===== config.mk =====
export PLATFORM = sky130hd
export DESIGN_NAME = paper_reg_responder
export DESIGN_NICKNAME = d
export VERILOG_FILES = /design/src/rtl/paper_reg_responder_pkg.sv /design/src/rtl/paper_addr_decode.sv /design/src/rtl/paper_reg_responder.sv
export SDC_FILE = /design/constraint.sdc
export NUM_CORES = 2
export LEC_CHECK = 0
export CORE_AREA = 2 2 509 511
export CTS_CLUSTER_DIAMETER = 60
export DETAILED_ROUTE_END_ITERATION = 8
export DIE_AREA = 0 0 511 513
export SLEW_MARGIN = 10
export SYNTH_ARGS = -nofsm -noshare
export SYNTH_HDL_FRONTEND = slang
export SYNTH_SLANG_ARGS = --single-unit

===== constraint.sdc =====
create_clock -name clk_i -period 15.84 [get_ports clk_i]
set_input_delay 4.752 -clock clk_i [delete_from_list [all_inputs] [get_ports clk_i]]
set_output_delay 4.752 -clock clk_i [all_outputs]
set_load 0.1 [all_outputs]

===== src/rtl/paper_reg_responder_pkg.sv =====
// Shared SoC constants for the Paper register window: response codes,
// window placement and the byte-strobe expansion helper.
package paper_reg_responder_pkg;

  typedef logic [1:0] resp_t;

  localparam resp_t RESP_OKAY   = 2'b00;
  localparam resp_t RESP_SLVERR = 2'b10;
  localparam resp_t RESP_DECERR = 2'b11;

  localparam logic [63:0] PAPER_BASE = 64'h1900_0000;
  localparam logic [63:0] PAPER_LEN  = 64'h0000_0C00;

  function automatic logic [63:0] strb_mask(input logic [7:0] strb);
    logic [63:0] m;
    for (int b = 0; b < 8; b++) m[8*b +: 8] = {8{strb[b]}};
    return m;
  endfunction

endpackage


===== src/rtl/paper_addr_decode.sv =====
// Address decode for the Paper window: in-range flag, register index and
// whether that index maps to an implemented register.
module paper_addr_decode #(
  parameter logic [63:0] BaseAddr = 64'h1900_0000,
  parameter logic [63:0] Length   = 64'hC00,
  parameter int          NumRegs  = 16,
  parameter int          IdxW     = 4
) (
  input  logic [63:0]     addr_i,
  output logic            in_range_o,
  output logic            idx_valid_o,
  output logic [IdxW-1:0] idx_o
);

  logic [63:0] offset;
  logic        unused_bits;

  // Compare the offset against Length rather than forming BaseAddr+Length,
  // so a window touching the top of the address space cannot wrap.
  assign offset      = addr_i - BaseAddr;
  assign in_range_o  = (addr_i >= BaseAddr) && (offset < Length);
  assign idx_valid_o = in_range_o && (offset < (64'(NumRegs) * 64'd8));
  assign idx_o       = offset[IdxW+2:3];
  assign unused_bits = ^{offset[63:IdxW+3], offset[2:0]};

endmodule


===== src/rtl/paper_reg_responder.sv =====
// Paper register responder: independent write (AW/W/B) and read (AR/R) FSMs.
// W: IDLE=take AW/W | HAVE_AW=wait W | HAVE_W=wait AW | RESP=drive B.  R: IDLE=take AR | DATA=drive R.
module paper_reg_responder
  import paper_reg_responder_pkg::*;
#(
  parameter logic [63:0] BaseAddr = PAPER_BASE,
  parameter logic [63:0] Length   = PAPER_LEN,
  parameter int          NumRegs  = 16,
  parameter logic [63:0] IdValue  = 64'h5041_5045_5200_0001
) (
  input  logic                    clk_i,
  input  logic                    rst_i,
  input  logic                    aw_valid_i,
  output logic                    aw_ready_o,
  input  logic [63:0]             aw_addr_i,
  input  logic                    w_valid_i,
  output logic                    w_ready_o,
  input  logic [63:0]             w_data_i,
  input  logic [7:0]              w_strb_i,
  output logic                    b_valid_o,
  input  logic                    b_ready_i,
  output logic [1:0]              b_resp_o,
  input  logic                    ar_valid_i,
  output logic                    ar_ready_o,
  input  logic [63:0]             ar_addr_i,
  output logic                    r_valid_o,
  input  logic                    r_ready_i,
  output logic [63:0]             r_data_o,
  output logic [1:0]              r_resp_o,
  output logic [NumRegs*64-1:0]   regs_o,
  output logic [NumRegs-1:0]      wr_pulse_o
);

  localparam int IdxW = (NumRegs > 1) ? $clog2(NumRegs) : 1;

  typedef enum logic [1:0] {W_IDLE, W_HAVE_AW, W_HAVE_W, W_RESP} w_state_t;
  typedef enum logic {R_IDLE, R_DATA} r_state_t;

  w_state_t w_state_q, w_state_d;
  r_state_t r_state_q, r_state_d;

  logic [63:0]        regs_q [NumRegs];
  logic [63:0]        aw_addr_q, w_data_q, r_data_q, r_data_d;
  logic [7:0]         w_strb_q;
  resp_t              b_resp_q, r_resp_q, w_resp, r_resp_d;
  logic [NumRegs-1:0] wr_pulse_q, wr_pulse_d;

  logic            commit, ld_aw, ld_w, wr_en, r_load;
  logic [63:0]     cmt_addr, cmt_data;
  logic [7:0]      cmt_strb;
  logic            w_in_range, w_idx_valid, r_in_range, r_idx_valid;
  logic [IdxW-1:0] w_idx, r_idx;

  paper_addr_decode #(.BaseAddr(BaseAddr), .Length(Length), .NumRegs(NumRegs), .IdxW(IdxW))
    u_dec_wr (.addr_i(cmt_addr), .in_range_o(w_in_range), .idx_valid_o(w_idx_valid), .idx_o(w_idx));

  paper_addr_decode #(.BaseAddr(BaseAddr), .Length(Length), .NumRegs(NumRegs), .IdxW(IdxW))
    u_dec_rd (.addr_i(ar_addr_i), .in_range_o(r_in_range), .idx_valid_o(r_idx_valid), .idx_o(r_idx));

  always_comb begin
    w_state_d  = w_state_q;
    aw_ready_o = 1'b0;
    w_ready_o  = 1'b0;
    b_valid_o  = 1'b0;
    commit     = 1'b0;
    ld_aw      = 1'b0;
    ld_w       = 1'b0;
    cmt_addr   = aw_addr_q;
    cmt_data   = w_data_q;
    cmt_strb   = w_strb_q;
    case (w_state_q)
      W_IDLE: begin
        aw_ready_o = 1'b1;
        w_ready_o  = 1'b1;
        if (aw_valid_i && w_valid_i) begin
          commit    = 1'b1;
          cmt_addr  = aw_addr_i;
          cmt_data  = w_data_i;
          cmt_strb  = w_strb_i;
          w_state_d = W_RESP;
        end else if (aw_valid_i) begin
          ld_aw     = 1'b1;
          w_state_d = W_HAVE_AW;
        end else if (w_valid_i) begin
          ld_w      = 1'b1;
          w_state_d = W_HAVE_W;
        end
      end
      W_HAVE_AW: begin
        w_ready_o = 1'b1;
        if (w_valid_i) begin
          commit    = 1'b1;
          cmt_data  = w_data_i;
          cmt_strb  = w_strb_i;
          w_state_d = W_RESP;
        end
      end
      W_HAVE_W: begin
        aw_ready_o = 1'b1;
        if (aw_valid_i) begin
          commit    = 1'b1;
          cmt_addr  = aw_addr_i;
          w_state_d = W_RESP;
        end
      end
      W_RESP: begin
        b_valid_o = 1'b1;
        if (b_ready_i) w_state_d = W_IDLE;
      end
      default: w_state_d = W_IDLE;
    endcase
  end

  always_comb begin
    if (!w_in_range)                      w_resp = RESP_DECERR;
    else if (w_idx_valid && w_idx == '0)  w_resp = RESP_SLVERR;
    else                                  w_resp = RESP_OKAY;
    wr_en = commit && w_idx_valid && (w_idx != '0);
    for (int i = 0; i < NumRegs; i++) wr_pulse_d[i] = wr_en && (w_idx == IdxW'(i));
  end

  always_comb begin
    r_state_d  = r_state_q;
    ar_ready_o = 1'b0;
    r_valid_o  = 1'b0;
    r_load     = 1'b0;
    case (r_state_q)
      R_IDLE: begin
        ar_ready_o = 1'b1;
        if (ar_valid_i) begin
          r_load    = 1'b1;
          r_state_d = R_DATA;
        end
      end
      R_DATA: begin
        r_valid_o = 1'b1;
        if (r_ready_i) r_state_d = R_IDLE;
      end
      default: r_state_d = R_IDLE;
    endcase
    r_data_d = '0;
    r_resp_d = RESP_OKAY;
    if (!r_in_range)       r_resp_d = RESP_DECERR;
    else if (r_idx_valid)  r_data_d = (r_idx == '0) ? IdValue : regs_q[r_idx];
  end

  // Read data samples regs_q before this edge's write lands: pre-write value.
  always_ff @(posedge clk_i) begin
    if (rst_i) begin
      w_state_q  <= W_IDLE;
      r_state_q  <= R_IDLE;
      aw_addr_q  <= '0;
      w_data_q   <= '0;
      w_strb_q   <= '0;
      b_resp_q   <= RESP_OKAY;
      r_resp_q   <= RESP_OKAY;
      r_data_q   <= '0;
      wr_pulse_q <= '0;
      for (int i = 0; i < NumRegs; i++) regs_q[i] <= (i == 0) ? IdValue : 64'd0;
    end else begin
      w_state_q  <= w_state_d;
      r_state_q  <= r_state_d;
      wr_pulse_q <= wr_pulse_d;
      if (ld_aw) aw_addr_q <= aw_addr_i;
      if (ld_w) begin
        w_data_q <= w_data_i;
        w_strb_q <= w_strb_i;
      end
      if (commit) b_resp_q <= w_resp;
      if (wr_en)
        regs_q[w_idx] <= (regs_q[w_idx] & ~strb_mask(cmt_strb)) | (cmt_data & strb_mask(cmt_strb));
      if (r_load) begin
        r_data_q <= r_data_d;
        r_resp_q <= r_resp_d;
      end
    end
  end

  for (genvar g = 0; g < NumRegs; g++) begin : g_regs
    assign regs_o[64*g +: 64] = regs_q[g];
  end

  assign b_resp_o   = b_resp_q;
  assign r_data_o   = r_data_q;
  assign r_resp_o   = r_resp_q;
  assign wr_pulse_o = wr_pulse_q;

endmodule


Word-level counts from Yosys, hierarchy flattened
Memory sizes are Yosys's and may differ from the RTL's. Index checks and enable logic that the tools add are counted.

Muxes and demuxes: 48. Bitwise logic cells: 5. $add $sub $neg: 2. Order comparisons: 6. Eq/ne operators: 22. Reduce and logical (&&, ||, !) cells: 32.

Operators by type and width (count): $mux 64 (8); $pmux 64 s2 (2); $and 64x64->64 (2); $ge 64x29->1 const B (2); $lt 64x12->1 const B (2); $lt 64x8->1 const B (2); $sub 64x29->64 const B (2); $not 64->64 (1); $or 64x64->64 (1); $reduce_or 64->1 (1); $eq 4x4->1 const B (8); $logic_and 1x1->1 (24); $mux 1 (22); $mux 2 (9); $eq 4x3->1 const B (4); $mux 8 (2); $pmux 8 s2 (1); $eq 4x2->1 const B (2); $logic_not 4->1 (2); $pmux 2 s4 (1); $ne 2x2->1 const B (3); $eq 2x2->1 const B (2); $eq 4x1->1 const B (1); $mux 4 (1); other kinds (9) (10).

Input port bits: 207. Output and inout bits: 1113. Bits in writable memories: 1024. Memories kept: 1. Word-level logic and storage cells: 125. Flip-flop bits (word level): 223.

Memories: regs_q (depth 16, bits a word 64, rd ports 18, clocked after memory_dff 0, wr ports 16, RTL line paper_reg_responder.sv:42) `logic [63:0] regs_q [NumRegs];`.

Depth between registers and ports, before layout
Depth after elaboration: 14. Depth in mapped cells: 18. Depth with buffers taken out: 11.

By module
From an unflattened synthesis, not the netlist that was laid out.

Cell total of the unflattened synthesis: 5081. Area, all modules: 62945.4 um^2.

Modules (own cells, without submodules): paper_reg_responder (cells each 4941, area each 62002.0 um^2, times used 1, seq. area each 35193.8 um^2); paper_addr_decode (cells each 70, area each 471.7 um^2, times used 2, seq. area each 0.0 um^2).

Least setup slack after synthesis
Ideal clock, no wire load.

Path kind: input-to-reg. Start: input port aw_valid_i. End: memory regs_q[5][0] (enable). Path slack: 6.147 ns. Buffers on the path: 3. Arrival time: 9.260 ns. Cell stages on the path: 12. Data required time: 15.407 ns. Cells stage by stage: clkbuf_2 > and2b_1 > o211ai_1 > a222oi_1 > nor3_1 > mux2_1 > or4_1 > nor4_4 > buf_6 > nand3_1 > buf_2 > nand2b_1.

RTL lines: from (decl) (RTL line paper_reg_responder.sv:13) `input logic aw_valid_i,`; to (decl) (RTL line paper_reg_responder.sv:42).

==> insert_results.sql <==
INSERT INTO impl_metrics (metric_group, metric, value, unit) VALUES
('route', 'drt-vias-per-instance', '5.68', ''),
('clock_tree', 'post_cts_resized', '0', ''),
('setup_path', 'arrival', '11.93', 'ns'),
('setup_path', 'path_buf_inv', '3', ''),
('floorplan', 'floorplan.rows', '186', ''),
('timing', 'fin_skew', '0.0608', 'ns'),
('timing', 'rsz0062_at_grt', 'no', ''),
('setup_path', 'critical_path.most_common_cell', 'sky130_fd_sc_hd__buf_4', ''),
('timing', 'fin_hold_ws', '0.453', 'ns'),
('route', 'detailedRoute.firstIterationViolations', '9192', ''),
('power', 'power.total', '11.5', 'mW'),
('job', 'max_cap_viol_count', '0', ''),
('synth', 'synth_warnings', '0', ''),
('clock_tree', 'holdBufCountCts', '0', ''),
('floorplan', 'ioPinCount', '1320', ''),
('setup_path', 'setup.worst_path.end_class', 'flip-flop', ''),
('timing', 'slew-limit-headroom', '0.0402', ''),
('synth', 'dominantRegCellSynth', 'sky130_fd_sc_hd__edfxtp_1', ''),
('clock_tree', 'max_h_tree_level', '4', ''),
('finish', 'final_net_count', '7288', ''),
('route', 'remaining_drc_errors', '0', ''),
('synth', 'yosys_register_bits', '1243', ''),
('synth', 'synth_xor_area_frac', '0.00126', ''),
('synth', 'synth_enable_flop_cells', '1024', ''),
('outcome', 'outcome', 'completed', ''),
('setup_path', 'cpLargestDelayFamily', 'simple AND/OR/NAND/NOR gates', ''),
('setup_path', 'crit_slowest_cell', 'sky130_fd_sc_hd__a222oi_1', ''),
('setup_path', 'critical_path.reg2reg.endpoint', 'regs_q[10][18]', ''),
('timing', 'final_period_minus_worst_setup_slack', '11.53', 'ns'),
('hold_path', 'hold_path_end', 'w_data_q[15]', ''),
('timing', 'period_share', '0.728', ''),
('synth', 'post_synth_fa_ha_maj_area_fraction', '0.000998', ''),
('floorplan', 'die_h', '513', 'µm'),
('route', 'drt.antenna.violating_nets', '0', ''),
('finish', 'syn2layout_area_growth', '35.8', '%'),
('timing', 'final-hold-violation-count', '0', ''),
('place', 'worst_setup_slack_post_dpl', '3.70', 'ns'),
('setup_path', 'timing.critical_path.slowest_cell_delay', '1.03', 'ns'),
('hold_path', 'min-delay-start', 'w_data_q[15]', ''),
('route', 'drt-wirelength-per-cell', '36.0', 'µm'),
('timing', 'max_clock_freq', '0.0867', 'GHz'),
('floorplan', 'floorplan.die.width', '511', 'µm'),
('power', 'power_per_cell_area', '135', 'nW/µm²'),
('synth', 'yosys.area_share.simple', '0.191', ''),
('place', 'dpl.hpwl', '258', 'mm'),
('setup_path', 'timing.reg2reg.worst_path_depth', '13', ''),
('finish', 'layout-drive-gt1-share', '0.118', ''),
('synth', 'synthesis.area', '62700', 'µm²'),
('place', 'dpl.cell_count', '10300', ''),
('setup_path', 'worstSetupStartpointType', 'input port', ''),
('setup_path', 'timing_worst_setup_path_type', 'input port to flip-flop', ''),
('synth', 'synth.area.mux_share', '0.109', ''),
('timing', 'finalMaxSlewViolations', '0', ''),
('synth', 'syn-instance-count', '5964', ''),
('route', 'routed_wirelength', '383', 'mm'),
('route', 'detailroute.via_count', '60400', ''),
('power', 'p_leak', '29.6', 'nW'),
('synth', 'dominant_combinational_cell_family_by_area_after_synthesis', 'simple AND/OR/NAND/NOR gates', ''),
('grt', 'number_of_antenna_violations_at_the_first_check_in_global_routing', '44', ''),
('timing', 'timing_worst_slew_pin_value', '1.44', 'ns'),
('timing', 'final_critical_path_setup_slack', '4.31', 'ns'),
('synth', 'synth_async_sr_flop_share', '0', ''),
('grt', 'grt_pass1_wl', '507', 'mm'),
('setup_path', 'crit_required', '16.23', 'ns'),
('clock_tree', 'cts.repair_timing.setup_buffer_count', '0', ''),
('place', 'gpl.final_weighted_congestion', '0.923', ''),
('setup_path', 'critical_path_peak_fanout', '36', ''),
('clock_tree', 'cts_sinks', '1243', ''),
('floorplan', 'fp.dieArea', '262000', 'µm²'),
('clock_tree', 'number_of_buffers_inserted_during_clock_tree_synthesis', '164', ''),
('clock_tree', 'tritoncts_clock_tree', 'built', '');
tightest hold or removal path, cell delays in order, from the launching register on:
cell and delay (ns):
sky130_fd_sc_hd__dfxtp_1 0.31, sky130_fd_sc_hd__nand2_1 0.05, sky130_fd_sc_hd__a21oi_1 0.05
flip-flops by register name, summed over array words and instances (netlist names):
| signal | cells |
|---|---|
| w_state_q | 2 |
| b_resp_o | 2 |
| w_strb_q | 8 |
| regs_q | 1024 |
| wr_pulse_o | 16 |
| aw_addr_q | 61 |
| w_data_q | 64 |
| r_data_o | 64 |
| r_resp_o | 1 |
| r_state_q | 1 |
cell families after synthesis:
logic type,after synthesis
xor+xnor,9
compound gates,910
flops,1243
simple gates,2863
fa+ha+maj,5
other cells,2
buf+inv,603
mux,329
metal layers:
layer | track usage | up-vias | wire, µm
met5 | 0 | - | 30
li1 | - | 24000 | -
met2 | 0.420 | 5267 | 164000
met1 | 0.337 | 29900 | 138000
met3 | 0.0962 | 1231 | 49100
met4 | 0.194 | 4 | 32400
cell usage after synthesis, types with 22 or more instances:
cell / count / share of area
sky130_fd_sc_hd__a22o_1: 54 / 0.0075
sky130_fd_sc_hd__a211oi_1: 212 / 0.025
sky130_fd_sc_hd__nor2_1: 1111 / 0.067
sky130_fd_sc_hd__and3_1: 132 / 0.013
sky130_fd_sc_hd__nor3_1: 37 / 0.0030
sky130_fd_sc_hd__mux4_2: 280 / 0.10
sky130_fd_sc_hd__edfxtp_1: 1024 / 0.49
sky130_fd_sc_hd__a31oi_1: 136 / 0.014
sky130_fd_sc_hd__nand2_1: 1065 / 0.064
sky130_fd_sc_hd__buf_1: 45 / 0.0027
sky130_fd_sc_hd__o21ai_0: 22 / 0.0018
sky130_fd_sc_hd__a21oi_1: 249 / 0.020
sky130_fd_sc_hd__a22oi_1: 103 / 0.012
sky130_fd_sc_hd__dfxtp_1: 219 / 0.070
sky130_fd_sc_hd__mux2i_1: 42 / 0.0067
sky130_fd_sc_hd__a311oi_1: 65 / 0.0091
sky130_fd_sc_hd__nand3_1: 415 / 0.033
sky130_fd_sc_hd__inv_1: 23 / 0.0014
sky130_fd_sc_hd__buf_2: 138 / 0.011
sky130_fd_sc_hd__clkbuf_1: 394 / 0.024
how the worst max path moves through the flow:
stage	startpoint	end	slack, ns	depth (start not counted)
floorplan	aw_valid_i	regs_q[5][0]	6.15	12
global placement	w_valid_i	regs_q[10][13]	3.78	12
detailed placement	w_valid_i	regs_q[10][9]	3.70	12
CTS	w_valid_i	regs_q[10][18]	4.51	12
global route	w_valid_i	regs_q[10][17]	4.28	12
finish	w_valid_i	regs_q[10][18]	4.31	12
layout make-up:
cell class	count	area [µm²]
clock inverters	93	1030
multi-input cells	4181	25800
diodes	29	72.6
repair buffers	1463	14200
well taps	3384	4230
inverters	23	86.3
fillers	25700	171000
clock buffers	214	4500
flip-flops and latches	1243	35100
cell usage in the layout (no fill, tap or decap), types with 29 or more instances in the layout:
master                               n
sky130_fd_sc_hd__mux2i_1            42
sky130_fd_sc_hd__a22oi_1            96
sky130_fd_sc_hd__nand3_1           400
sky130_fd_sc_hd__a22o_1             51
sky130_fd_sc_hd__buf_4             210
sky130_fd_sc_hd__a311oi_1           65
sky130_fd_sc_hd__dfxtp_1           219
sky130_fd_sc_hd__a21oi_1           234
sky130_fd_sc_hd__conb_1             65
sky130_fd_sc_hd__clkbuf_16         166
sky130_fd_sc_hd__clkbuf_1           31
sky130_fd_sc_hd__nand2_1          1062
sky130_fd_sc_hd__edfxtp_1         1024
sky130_fd_sc_hd__nor3_1             37
sky130_fd_sc_hd__a211oi_1          212
sky130_fd_sc_hd__and3_1            131
sky130_fd_sc_hd__diode_2            29
sky130_fd_sc_hd__a31oi_1           136
sky130_fd_sc_hd__mux4_2            280
sky130_fd_sc_hd__nor2_1           1108
sky130_fd_sc_hd__clkdlybuf4s50_1  1235
power by group:
group	internal, mW	switching (mW)
combinational	0.911	2.97
clock	2.23	1.60
sequential	3.67	0.149
total	6.81	4.72
stage by stage:
stage | instance area, µm² | utilization
after detailed placement | 79500 | 0.310
after global routing | 85100 | 0.332
after global placement | 79400 | 0.310
final | 85100 | 0.332
after CTS | 85000 | 0.332
after floorplan | 62900 | -
No activity file was read; power rests on OpenSTA's default activity.
